[src/rtl/stack_arbiter_if.sv]
// stack_arbiter_if: client handshakes, stack strobes and status for stack_arbiter.
// The optional Err_Cnt signal exists only when STACK_ARB_ERR_CNT_EN is defined.
interface stack_arbiter_if #(
    parameter int DATA_W = 4,
    parameter int CNT_W  = 4
);
    logic              Req0, Op0, Gnt0, Ack0, Err0;
    logic [DATA_W-1:0] Din0, Dout0;
    logic              Req1, Op1, Gnt1, Ack1, Err1;
    logic [DATA_W-1:0] Din1, Dout1;
    logic              Stk_Push, Stk_Pop;
    logic [DATA_W-1:0] Stk_Din, Stk_Dout;
    logic [CNT_W-1:0]  Count;
    logic              Full, Empty;
`ifdef STACK_ARB_ERR_CNT_EN
    logic [7:0]        Err_Cnt;
`endif

    // Arbiter side
    modport slave (
        input  Req0, Op0, Din0, Req1, Op1, Din1, Stk_Dout,
        output Gnt0, Ack0, Err0, Dout0, Gnt1, Ack1, Err1, Dout1,
        output Stk_Push, Stk_Pop, Stk_Din, Count, Full, Empty
`ifdef STACK_ARB_ERR_CNT_EN
        , output Err_Cnt
`endif
    );

    // Client / stack side
    modport master (
        output Req0, Op0, Din0, Req1, Op1, Din1, Stk_Dout,
        input  Gnt0, Ack0, Err0, Dout0, Gnt1, Ack1, Err1, Dout1,
        input  Stk_Push, Stk_Pop, Stk_Din, Count, Full, Empty
`ifdef STACK_ARB_ERR_CNT_EN
        , input Err_Cnt
`endif
    );
endinterface

[src/rtl/stack_arbiter.sv]
// stack_arbiter: two-client round-robin arbiter/sequencer in front of a shared
// LIFO stack. Tracks occupancy itself and rejects push-when-full and
// pop-when-empty with an error response. One transaction in flight at a time.
// Optional: define STACK_ARB_ERR_CNT_EN to add a saturating 8-bit error counter.
module stack_arbiter #(
    parameter int DATA_W = 4,
    parameter int DEPTH  = 8,
    parameter int CNT_W  = 4
) (
    input logic           Clk,
    input logic           RstN,
    stack_arbiter_if.slave bus
);
    typedef enum logic [1:0] {IDLE, ISSUE, WAIT, RESP} state_t;

    localparam logic [CNT_W-1:0] CNT_MAX = CNT_W'(DEPTH);

    state_t            state_q, state_d;
    logic              win_q, win_d;      // winning client id
    logic              op_q, op_d;        // 1 = push
    logic [DATA_W-1:0] data_q, data_d;    // latched push data, drives Stk_Din
    logic              err_q, err_d;      // rejected-operation flag
    logic              prio_q, prio_d;    // client that wins a tie
    logic [CNT_W-1:0]  count_q, count_d;
    logic [DATA_W-1:0] dout0_q, dout0_d;
    logic [DATA_W-1:0] dout1_q, dout1_d;
    logic              full, empty;
    logic              in_issue, in_resp;

    assign full     = (count_q == CNT_MAX);
    assign empty    = (count_q == '0);
    assign in_issue = (state_q == ISSUE);
    assign in_resp  = (state_q == RESP);

    // State and datapath registers
    always_ff @(posedge Clk or negedge RstN) begin
        if (!RstN) begin
            state_q <= IDLE;
            win_q   <= 1'b0;
            op_q    <= 1'b0;
            data_q  <= '0;
            err_q   <= 1'b0;
            prio_q  <= 1'b0;
            count_q <= '0;
            dout0_q <= '0;
            dout1_q <= '0;
        end else begin
            state_q <= state_d;
            win_q   <= win_d;
            op_q    <= op_d;
            data_q  <= data_d;
            err_q   <= err_d;
            prio_q  <= prio_d;
            count_q <= count_d;
            dout0_q <= dout0_d;
            dout1_q <= dout1_d;
        end
    end

    // Next-state: arbitration in IDLE, occupancy check in ISSUE, read capture in WAIT
    always_comb begin
        state_d = state_q;
        win_d   = win_q;
        op_d    = op_q;
        data_d  = data_q;
        err_d   = err_q;
        prio_d  = prio_q;
        count_d = count_q;
        dout0_d = dout0_q;
        dout1_d = dout1_q;
        unique case (state_q)
            IDLE: begin
                if (bus.Req0 || bus.Req1) begin
                    // Tie goes to prio_q; a lone requester always wins
                    win_d   = (bus.Req0 && bus.Req1) ? prio_q : bus.Req1;
                    op_d    = win_d ? bus.Op1 : bus.Op0;
                    data_d  = win_d ? bus.Din1 : bus.Din0;
                    err_d   = 1'b0;
                    state_d = ISSUE;
                end
            end
            ISSUE: begin
                if (op_q) begin
                    if (!full) count_d = count_q + 1'b1;
                    else       err_d   = 1'b1;
                    state_d = RESP;
                end else if (!empty) begin
                    count_d = count_q - 1'b1;
                    state_d = WAIT;
                end else begin
                    err_d   = 1'b1;
                    state_d = RESP;
                end
            end
            WAIT: begin
                // Stack read data is valid the cycle after the pop strobe
                if (win_q) dout1_d = bus.Stk_Dout;
                else       dout0_d = bus.Stk_Dout;
                state_d = RESP;
            end
            RESP: begin
                prio_d  = ~win_q;
                state_d = IDLE;
            end
            default: state_d = IDLE;
        endcase
    end

`ifdef STACK_ARB_ERR_CNT_EN
    logic [7:0] err_cnt_q;

    // Count error responses, saturating at 255
    always_ff @(posedge Clk or negedge RstN) begin
        if (!RstN)                                  err_cnt_q <= '0;
        else if (in_resp && err_q && err_cnt_q != 8'hFF) err_cnt_q <= err_cnt_q + 8'd1;
    end

    assign bus.Err_Cnt = err_cnt_q;
`endif

    // Outputs decode from registered state only; no input-to-output paths
    assign bus.Gnt0     = in_issue && !win_q;
    assign bus.Gnt1     = in_issue &&  win_q;
    assign bus.Ack0     = in_resp  && !win_q;
    assign bus.Ack1     = in_resp  &&  win_q;
    assign bus.Err0     = in_resp  && !win_q && err_q;
    assign bus.Err1     = in_resp  &&  win_q && err_q;
    assign bus.Dout0    = dout0_q;
    assign bus.Dout1    = dout1_q;
    assign bus.Stk_Push = in_issue &&  op_q && !full;
    assign bus.Stk_Pop  = in_issue && !op_q && !empty;
    assign bus.Stk_Din  = data_q;
    assign bus.Count    = count_q;
    assign bus.Full     = full;
    assign bus.Empty    = empty;
endmodule

[src/flat_wrapper.sv]
// flat-port wrapper written by rule: the top's interface ports become plain ports
module stack_arbiter_flat 
#(
    parameter int DATA_W = 4,
    parameter int DEPTH  = 8,
    parameter int CNT_W  = 4
)
  (Clk, RstN, bus_Req0, bus_Op0, bus_Din0, bus_Req1, bus_Op1, bus_Din1, bus_Stk_Dout, bus_Gnt0, bus_Ack0, bus_Err0, bus_Dout0, bus_Gnt1, bus_Ack1, bus_Err1, bus_Dout1, bus_Stk_Push, bus_Stk_Pop, bus_Stk_Din, bus_Count, bus_Full, bus_Empty);
  stack_arbiter_if #(.DATA_W(DATA_W), .CNT_W(CNT_W)) bus_i ();
  input logic Clk;
  input logic RstN;
  input wire logic [$bits(bus_i.Req0)-1:0] bus_Req0;
  input wire logic [$bits(bus_i.Op0)-1:0] bus_Op0;
  input wire logic [$bits(bus_i.Din0)-1:0] bus_Din0;
  input wire logic [$bits(bus_i.Req1)-1:0] bus_Req1;
  input wire logic [$bits(bus_i.Op1)-1:0] bus_Op1;
  input wire logic [$bits(bus_i.Din1)-1:0] bus_Din1;
  input wire logic [$bits(bus_i.Stk_Dout)-1:0] bus_Stk_Dout;
  output wire logic [$bits(bus_i.Gnt0)-1:0] bus_Gnt0;
  output wire logic [$bits(bus_i.Ack0)-1:0] bus_Ack0;
  output wire logic [$bits(bus_i.Err0)-1:0] bus_Err0;
  output wire logic [$bits(bus_i.Dout0)-1:0] bus_Dout0;
  output wire logic [$bits(bus_i.Gnt1)-1:0] bus_Gnt1;
  output wire logic [$bits(bus_i.Ack1)-1:0] bus_Ack1;
  output wire logic [$bits(bus_i.Err1)-1:0] bus_Err1;
  output wire logic [$bits(bus_i.Dout1)-1:0] bus_Dout1;
  output wire logic [$bits(bus_i.Stk_Push)-1:0] bus_Stk_Push;
  output wire logic [$bits(bus_i.Stk_Pop)-1:0] bus_Stk_Pop;
  output wire logic [$bits(bus_i.Stk_Din)-1:0] bus_Stk_Din;
  output wire logic [$bits(bus_i.Count)-1:0] bus_Count;
  output wire logic [$bits(bus_i.Full)-1:0] bus_Full;
  output wire logic [$bits(bus_i.Empty)-1:0] bus_Empty;
  assign bus_i.Req0 = bus_Req0;
  assign bus_i.Op0 = bus_Op0;
  assign bus_i.Din0 = bus_Din0;
  assign bus_i.Req1 = bus_Req1;
  assign bus_i.Op1 = bus_Op1;
  assign bus_i.Din1 = bus_Din1;
  assign bus_i.Stk_Dout = bus_Stk_Dout;
  assign bus_Gnt0 = bus_i.Gnt0;
  assign bus_Ack0 = bus_i.Ack0;
  assign bus_Err0 = bus_i.Err0;
  assign bus_Dout0 = bus_i.Dout0;
  assign bus_Gnt1 = bus_i.Gnt1;
  assign bus_Ack1 = bus_i.Ack1;
  assign bus_Err1 = bus_i.Err1;
  assign bus_Dout1 = bus_i.Dout1;
  assign bus_Stk_Push = bus_i.Stk_Push;
  assign bus_Stk_Pop = bus_i.Stk_Pop;
  assign bus_Stk_Din = bus_i.Stk_Din;
  assign bus_Count = bus_i.Count;
  assign bus_Full = bus_i.Full;
  assign bus_Empty = bus_i.Empty;
  stack_arbiter #(.DATA_W(DATA_W), .DEPTH(DEPTH), .CNT_W(CNT_W)) u_core (.Clk(Clk), .RstN(RstN), .bus(bus_i));
endmodule
[config.mk]
export PLATFORM = sky130hd
export DESIGN_NAME = stack_arbiter_flat
export DESIGN_NICKNAME = d
export VERILOG_FILES = /design/src/rtl/stack_arbiter_if.sv /design/src/rtl/stack_arbiter.sv /design/src/flat_wrapper.sv
export SDC_FILE = /design/constraint.sdc
export NUM_CORES = 1
export LEC_CHECK = 0
export CAP_MARGIN = 40
export CORE_MARGIN = 10
export CORE_UTILIZATION = 41
export CTS_BUF_LIST = sky130_fd_sc_hd__clkbuf_8
export DETAILED_ROUTE_END_ITERATION = 12
export PLACE_DENSITY = 0.88
export RECOVER_POWER = 100
export SLEW_MARGIN = 20
export SYNTH_ARGS = -nofsm -noshare
export SYNTH_HDL_FRONTEND = slang
export SYNTH_SLANG_ARGS = --single-unit
[constraint.sdc]
create_clock -name Clk -period 1.52 [get_ports Clk]
set_clock_uncertainty 0.05 [all_clocks]
set_input_delay 0.304 -clock Clk [delete_from_list [all_inputs] [get_ports Clk]]
set_output_delay 0.304 -clock Clk [all_outputs]
set_load 0.005 [all_outputs]
==> results of run 1 <==
-- registers in the layout, summed over array words and instances, names as in the netlist --
name	flops
u_core.prio_q	1
u_core.win_q	1
u_core.bus.Stk_Din	4
u_core.err_q	1
u_core.op_q	1
u_core.bus.Dout0	4
u_core.bus.Count	4
u_core.bus.Dout1	4
u_core.state_q	2
-- through the flow --
step                cell area [um2]  setup slack [ns]  TNS, ns  utilization
floorplan                      1160            0.0233        0            -
global placement               1780            -0.285    -2.46        0.652
detailed placement             1780            -0.322    -3.07        0.652
CTS                            2050            -0.229    -2.09        0.751
global route                   2190            -0.288    -2.70        0.801
finish                         2190            -0.265    -2.09        0.801
-- metal layers --
metal,vias up,GRT usage,part of all wire
li1,525,-,-
met1,558,0.137,0.35
met2,44,0.257,0.56
met3,9,0.0422,0.069
met4,0,0.0591,0.022
met5,-,0,0
-- report_power, final --
| group | internal, mW | switching, mW | leakage, nW |
|---|---|---|---|
| Sequential | 0.901 | 0.258 | 0.260 |
| Clock | 0.353 | 0.203 | 0.0357 |
| Combinational | 1.97 | 1.40 | 0.715 |
-- cell type report --
type                    count  area [um2]  area share
clock buffers               3        41.3      0.0188
clock inverters             1        30.0      0.0137
inverters                   6        30.0      0.0137
multi-input cells          73         744       0.340
flip-flops and latches     22         554       0.253
well taps                  31        38.8      0.0177
repair buffers             83         752       0.343
-- synthesized netlist by cell type --
cell type,instances
o21ai_4,1
buf_4,1
nor2_1,3
and2_1,4
xnor2_1,2
mux2_2,5
a21o_1,1
o211ai_1,1
nand2_2,1
mux2i_1,7
and3_1,2
o21ai_1,7
nor2b_1,1
inv_1,5
nor4_2,1
a31oi_1,2
ha_1,6
inv_2,1
nand2_1,11
dfrtp_1,22
o21ai_0,2
nor3b_1,1
clkbuf_1,1
fa_1,1
mux2_1,3
xor2_1,1
mux2_4,2
nand2b_1,1
nand3_1,1
nor3_2,1
a21oi_1,4
nand2_4,1
-- critical path: stages, from the launching register on --
cell	delay (ns)
dfrtp_2	0.43
ha_2	0.20
inv_2	0.09
nor2_4	0.04
and2_1	0.15
dlygate4sd2_1	0.26
-- how the worst max path moves through the flow --
stage | start | end | cells past startpoint | slack (ns)
after floorplan | u_core.op_q | u_core.bus.Count[3] | 6 | 0.02
after global placement | u_core.state_q[1] | bus_Stk_Push | 6 | -0.29
after detailed placement | u_core.state_q[0] | bus_Err0 | 5 | -0.32
after CTS | u_core.state_q[0] | bus_Err1 | 4 | -0.23
after global routing | u_core.state_q[0] | bus_Err0 | 5 | -0.29
final | u_core.state_q[0] | bus_Err0 | 5 | -0.26
-- timing repair --
item	CTS	global route
buffers inserted	16	6
hold buffers	0	0
pin swaps	10	13
setup endpoints to repair	16	40
cloned	0	0
resized for setup	76	39
-- logic make-up after synthesis --
| kind of cell | after synthesis | share of synthesized area |
|---|---|---|
| adder cells (fa/ha/maj) | 7 | 0.0820 |
| XOR/XNOR | 3 | 0.0227 |
| multiplexers | 17 | 0.164 |
| AND/OR/NAND/NOR | 28 | 0.134 |
| flip-flops | 22 | 0.475 |
| buffers and inverters | 8 | 0.0291 |
| AO/OA/AOI/OAI | 18 | 0.0939 |
==> impl_metrics.yaml, run 1 <==
layout:
  mostFrequentLayoutCells: "25 x buf_4, 19 x clkdlybuf4s50_1, 19 x dfrtp_1"
  finalNetCount: 214
  diodes: 0
  area_growth_pct: 88.9
  stdcell_count: 219
  mostFrequentLayoutCell: "buf_4"
  nFillCells: 171
  layout-drive-gt1-share: 0.527
yosys:
  avgSynthCellArea_um2: 11.3
  post-synth-top-area-fraction: 0.475
  synth_seq_cells: 22
  synth_cell_types: 32
  postSynthCellCount: 103
  yosys_warnings: 0
  yosysTopAreaCell: "dfrtp_1"
  synth_area_um2: 1160
  seq_area_frac_synth: 0.475
  syn_nets: 128
  synth_area_leaders: "dfrtp_1 47%, ha_1 6.5%, mux2i_1 6.0%"
setup_path:
  worstPathMaxFanout: 3
  end_kind: "output pin"
  worstReg2RegEnd: "u_core.bus.Count[3]"
  cp.required_ns: 1.17
  rr_startpoint: "u_core.bus.Count[2]"
  crit_type: "register to output pin"
  reg2reg_depth: 6
  startpoint_type: "register"
  crit_arrival_ns: 1.43
  worst-r2r-setup-slack_ns: -0.14
route:
  first_pass_iters: 4
  wl_um: 4220
  ant_nets: 0
  route.detailed.drc: 0
  avgRoutedWirePerCell_um: 19.3
  via_count: 1136
  vias_per_cell: 5.19
  drtIter0Drc: 40
clocking:
  clk_pin_slew_ns: 0.08
  root_buffer: "clkbuf_8"
  htreeDepth: 1
  cts_buffer_depth: 2
  cts_tree: "yes"
  cts.sinks: 22
  insertion_delay_ns: 0.27
  cts_buffers: 3
power_and_ir_drop:
  p_leak_nw: 1.01
  p_total_mw: 5.09
  ir_worst_vdd_uv: 1990
  power_density_nw_per_um2: 2320
placed_design:
  portBuffers: 43
  finalWeightedCongestion: 0.769
  hpwlAfterDp_um: 2590
  dp.cells: 197
min_path:
  whs_endpoint: "u_core.bus.Stk_Din[3]"
  hp-class: "register to register"
  worstHoldPathCells: 2
  min_from: "u_core.bus.Stk_Din[3]"
floorplanning:
  rows: 19
  core_region_area_um2: 2730
  initial_core_util: 0.424
  die_x_um: 73.2
  pin_count: 44
  dieArea_um2: 5360
  die_h_um: 73.2
grt:
  antenna_found_initial: 0
  grt_overflow: 0
  grt_pass1_wl_um: 5890
  grt_pass1_vias: 1225
  grtUsageTotal: 0.139
  grt_max_degree: 23
run_status:
  status: "finished, violations left"
  violations: "setup timing"
timing:
  maxSlewHeadroom: 0.628
  tightest_slew_ns: 0.559
  holdWs_ns: 0.442
  finalWorstSetupSlack_ns: -0.265
  post-route-period-util: 1.17
  drv_slew: 0
  max_freq_ghz: 0.560
  finalSetupViolCount: 12
  grt_setup_unrepaired: "true"
  finalHoldViolations: 0
  period_minus_slack_ns: 1.78
flow_run:
  maxCapViolations: 0
No activity file was read; power rests on OpenSTA's default activity.
==> inputs of run 2 (changes only) <==
--- a/config.mk
+++ b/config.mk
@@ -6,7 +6,7 @@
 export NUM_CORES = 1
 export LEC_CHECK = 0
 export CAP_MARGIN = 40
-export CORE_MARGIN = 10
+export CORE_MARGIN = 8
 export CORE_UTILIZATION = 41
 export CTS_BUF_LIST = sky130_fd_sc_hd__clkbuf_8
 export DETAILED_ROUTE_END_ITERATION = 12
==> run 2 against run 1 <==
  * The run still ends with setup timing left
  * Global-route usage is 0.96 points higher
  * Sequential share of layout area grew 0.19 points
  * Via count is essentially flat
  * Sequential cell count is the same
  * Maximum frequency grew 2.1%
  * Design area shrank 0.51%
  * Utilization is 0.41 points lower
  * Non-clock buffer count is 4 higher
  * Power fell by 3.7%
  * Register-to-register slack barely moved
  * Critical endpoint is now bus_Stk_Push
  * Largest cell class unchanged
==> impl_metrics.yaml, run 2 (synthesized netlist as in run 1, its figures left out) <==
layout:
  multi_input_area_um2: 728
  regArea_um2: 556
  diodes: 0
  layout-drive-gt1-share: 0.518
  mostFrequentLayoutCell: "buf_4"
  nFillCells: 169
  mostFrequentLayoutCells: "29 x buf_4, 27 x clkdlybuf4s50_1, 19 x buf_6"
  final_util: 0.797
  finalNetCount: 218
  area_growth_pct: 87.9
setup_path:
  worst-r2r-setup-slack_ns: -0.13
  reg2reg_depth: 6
  crit_type: "register to output pin"
  worstReg2RegEnd: "u_core.bus.Count[2]"
  end_kind: "output pin"
  startpoint_type: "register"
  worstPathMaxFanout: 4
  crit_arrival_ns: 1.39
  cp.required_ns: 1.17
  rr_startpoint: "u_core.op_q"
grt:
  grt_pass1_vias: 1267
  grt_pass1_wl_um: 6010
  antenna_found_initial: 0
  grt_max_degree: 23
  grtUsageTotal: 0.148
  grt_overflow: 0
timing:
  finalSetupViolCount: 19
  drv_slew: 0
  finalWorstSetupSlack_ns: -0.227
  holdWs_ns: 0.442
  maxSlewHeadroom: 0.633
  max_freq_ghz: 0.572
  post-route-period-util: 1.15
  tightest_slew_ns: 0.551
  period_minus_slack_ns: 1.75
  grt_setup_unrepaired: "true"
  finalHoldViolations: 0
run_status:
  status: "finished, violations left"
  violations: "setup timing"
power_and_ir_drop:
  ir_worst_vdd_uv: 1800
  combPwrFrac: 0.689
  seq_power_share: 0.240
  swShare: 0.363
  clkPwrFrac: 0.072
  power_switching_mw: 1.78
  intPower_mw: 3.12
  p_leak_nw: 1.01
  power_density_nw_per_um2: 2250
floorplanning:
  dieArea_um2: 4790
  pin_count: 44
  die_h_um: 69.2
  initial_core_util: 0.424
  rows: 19
  core_region_area_um2: 2730
  die_x_um: 69.2
route:
  via_count: 1137
  avgRoutedWirePerCell_um: 18.1
  drtIter0Drc: 22
  route.detailed.drc: 0
  vias_per_cell: 5.12
  first_pass_iters: 4
  ant_nets: 0
  wl_um: 4010
clocking:
  cts_tree: "yes"
  root_buffer: "clkbuf_8"
  cts_buffers: 3
  htreeDepth: 1
  insertion_delay_ns: 0.26
  cts_buffer_depth: 2
  cts-hold-fix-buffers: 0
  cts.sinks: 22
  clk_pin_slew_ns: 0.07
placed_design:
  portBuffers: 43
  hpwlAfterDp_um: 2560
  finalWeightedCongestion: 0.794
  pre_cts_ws_ns: -0.364
min_path:
  worstHoldPathCells: 1
  min_from: "u_core.bus.Dout0[2]"
  whs_endpoint: "u_core.bus.Dout0[2]"
  hp-class: "register to register"
flow_run:
  maxCapViolations: 0
[run 2: changes by cell type in the layout (fill, tap and decap cells not counted), moves of 2 or more]
| cell | previous run | this run |
|---|---|---|
| o21ai_1 | 7 | 5 |
| clkdlybuf4s25_1 | 9 | 1 |
| buf_4 | 25 | 29 |
| inv_1 | 0 | 2 |
| nand2_1 | 7 | 9 |
| dlygate4sd2_1 | 3 | 1 |
| clkdlybuf4s50_1 | 19 | 27 |
| nand2_2 | 4 | 2 |
[run 2: cell type report]
class / count / share of cell area
inverters: 6 / 0.0126
well taps: 31 / 0.0178
flip-flops and latches: 22 / 0.255
multi-input cells: 73 / 0.334
repair buffers: 87 / 0.362
clock buffers: 3 / 0.0189
[run 2: metrics by stage]
| stage | setup TNS, ns | cells | area, um2 | power (mW) |
|---|---|---|---|---|
| 4_1_cts | -1.31 | 215 | 2070 | 4.49 |
| 3_5_place_dp | -3.39 | 197 | 1780 | 3.48 |
| 2_1_floorplan | 0 | 103 | 1160 | 2.18 |
| 6_report | -2.00 | 222 | 2180 | 4.90 |
| 3_3_place_gp | -2.82 | 197 | 1780 | 3.34 |
| 5_1_grt | -3.30 | 222 | 2180 | 5.24 |
[run 2: power groups by stage]
stage | logic [mW] | clock network [mW] | registers [mW]
CTS | 2.95 | 0.367 | 1.17
global placement | 2.23 | 0 | 1.11
detailed placement | 2.34 | 0 | 1.14
finish | 3.38 | 0.351 | 1.17
floorplan | 1.00 | 0 | 1.17
global route | 3.64 | 0.388 | 1.21
[run 2: per-layer routing]
| layer | track usage | up-vias | share of wire |
|---|---|---|---|
| li1 | - | 529 | - |
| met1 | 0.145 | 561 | 0.36 |
| met2 | 0.273 | 41 | 0.57 |
| met3 | 0.0558 | 6 | 0.055 |
| met4 | 0.0592 | 0 | 0.017 |
| met5 | 0 | - | 0 |
[run 2: repair_timing]
action,in CTS,in global routing
setup buffers,15,8
endpoints found under the setup margin,16,29
resized for setup,88,26
pin swaps,13,6
gates cloned,0,1
[run 2: worst max-delay path by stage]
stage / to / from / depth (start not counted) / slack (ns)
final: bus_Stk_Push / u_core.state_q[1] / 7 / -0.23
after detailed placement: bus_Err0 / u_core.state_q[0] / 5 / -0.36
after global routing: bus_Stk_Push / u_core.state_q[1] / 7 / -0.27
after global placement: bus_Gnt0 / u_core.state_q[1] / 5 / -0.32
after CTS: bus_Stk_Push / u_core.state_q[1] / 7 / -0.17
after floorplan: u_core.bus.Count[3] / u_core.op_q / 6 / 0.02
[run 2: worst max-delay path: stages (launching register included)]
cell	delay [ns]
dfrtp_1	0.40
buf_6	0.13
inv_4	0.05
ha_4	0.15
buf_6	0.10
nand2_2	0.04
nor2_1	0.12
buf_2	0.14
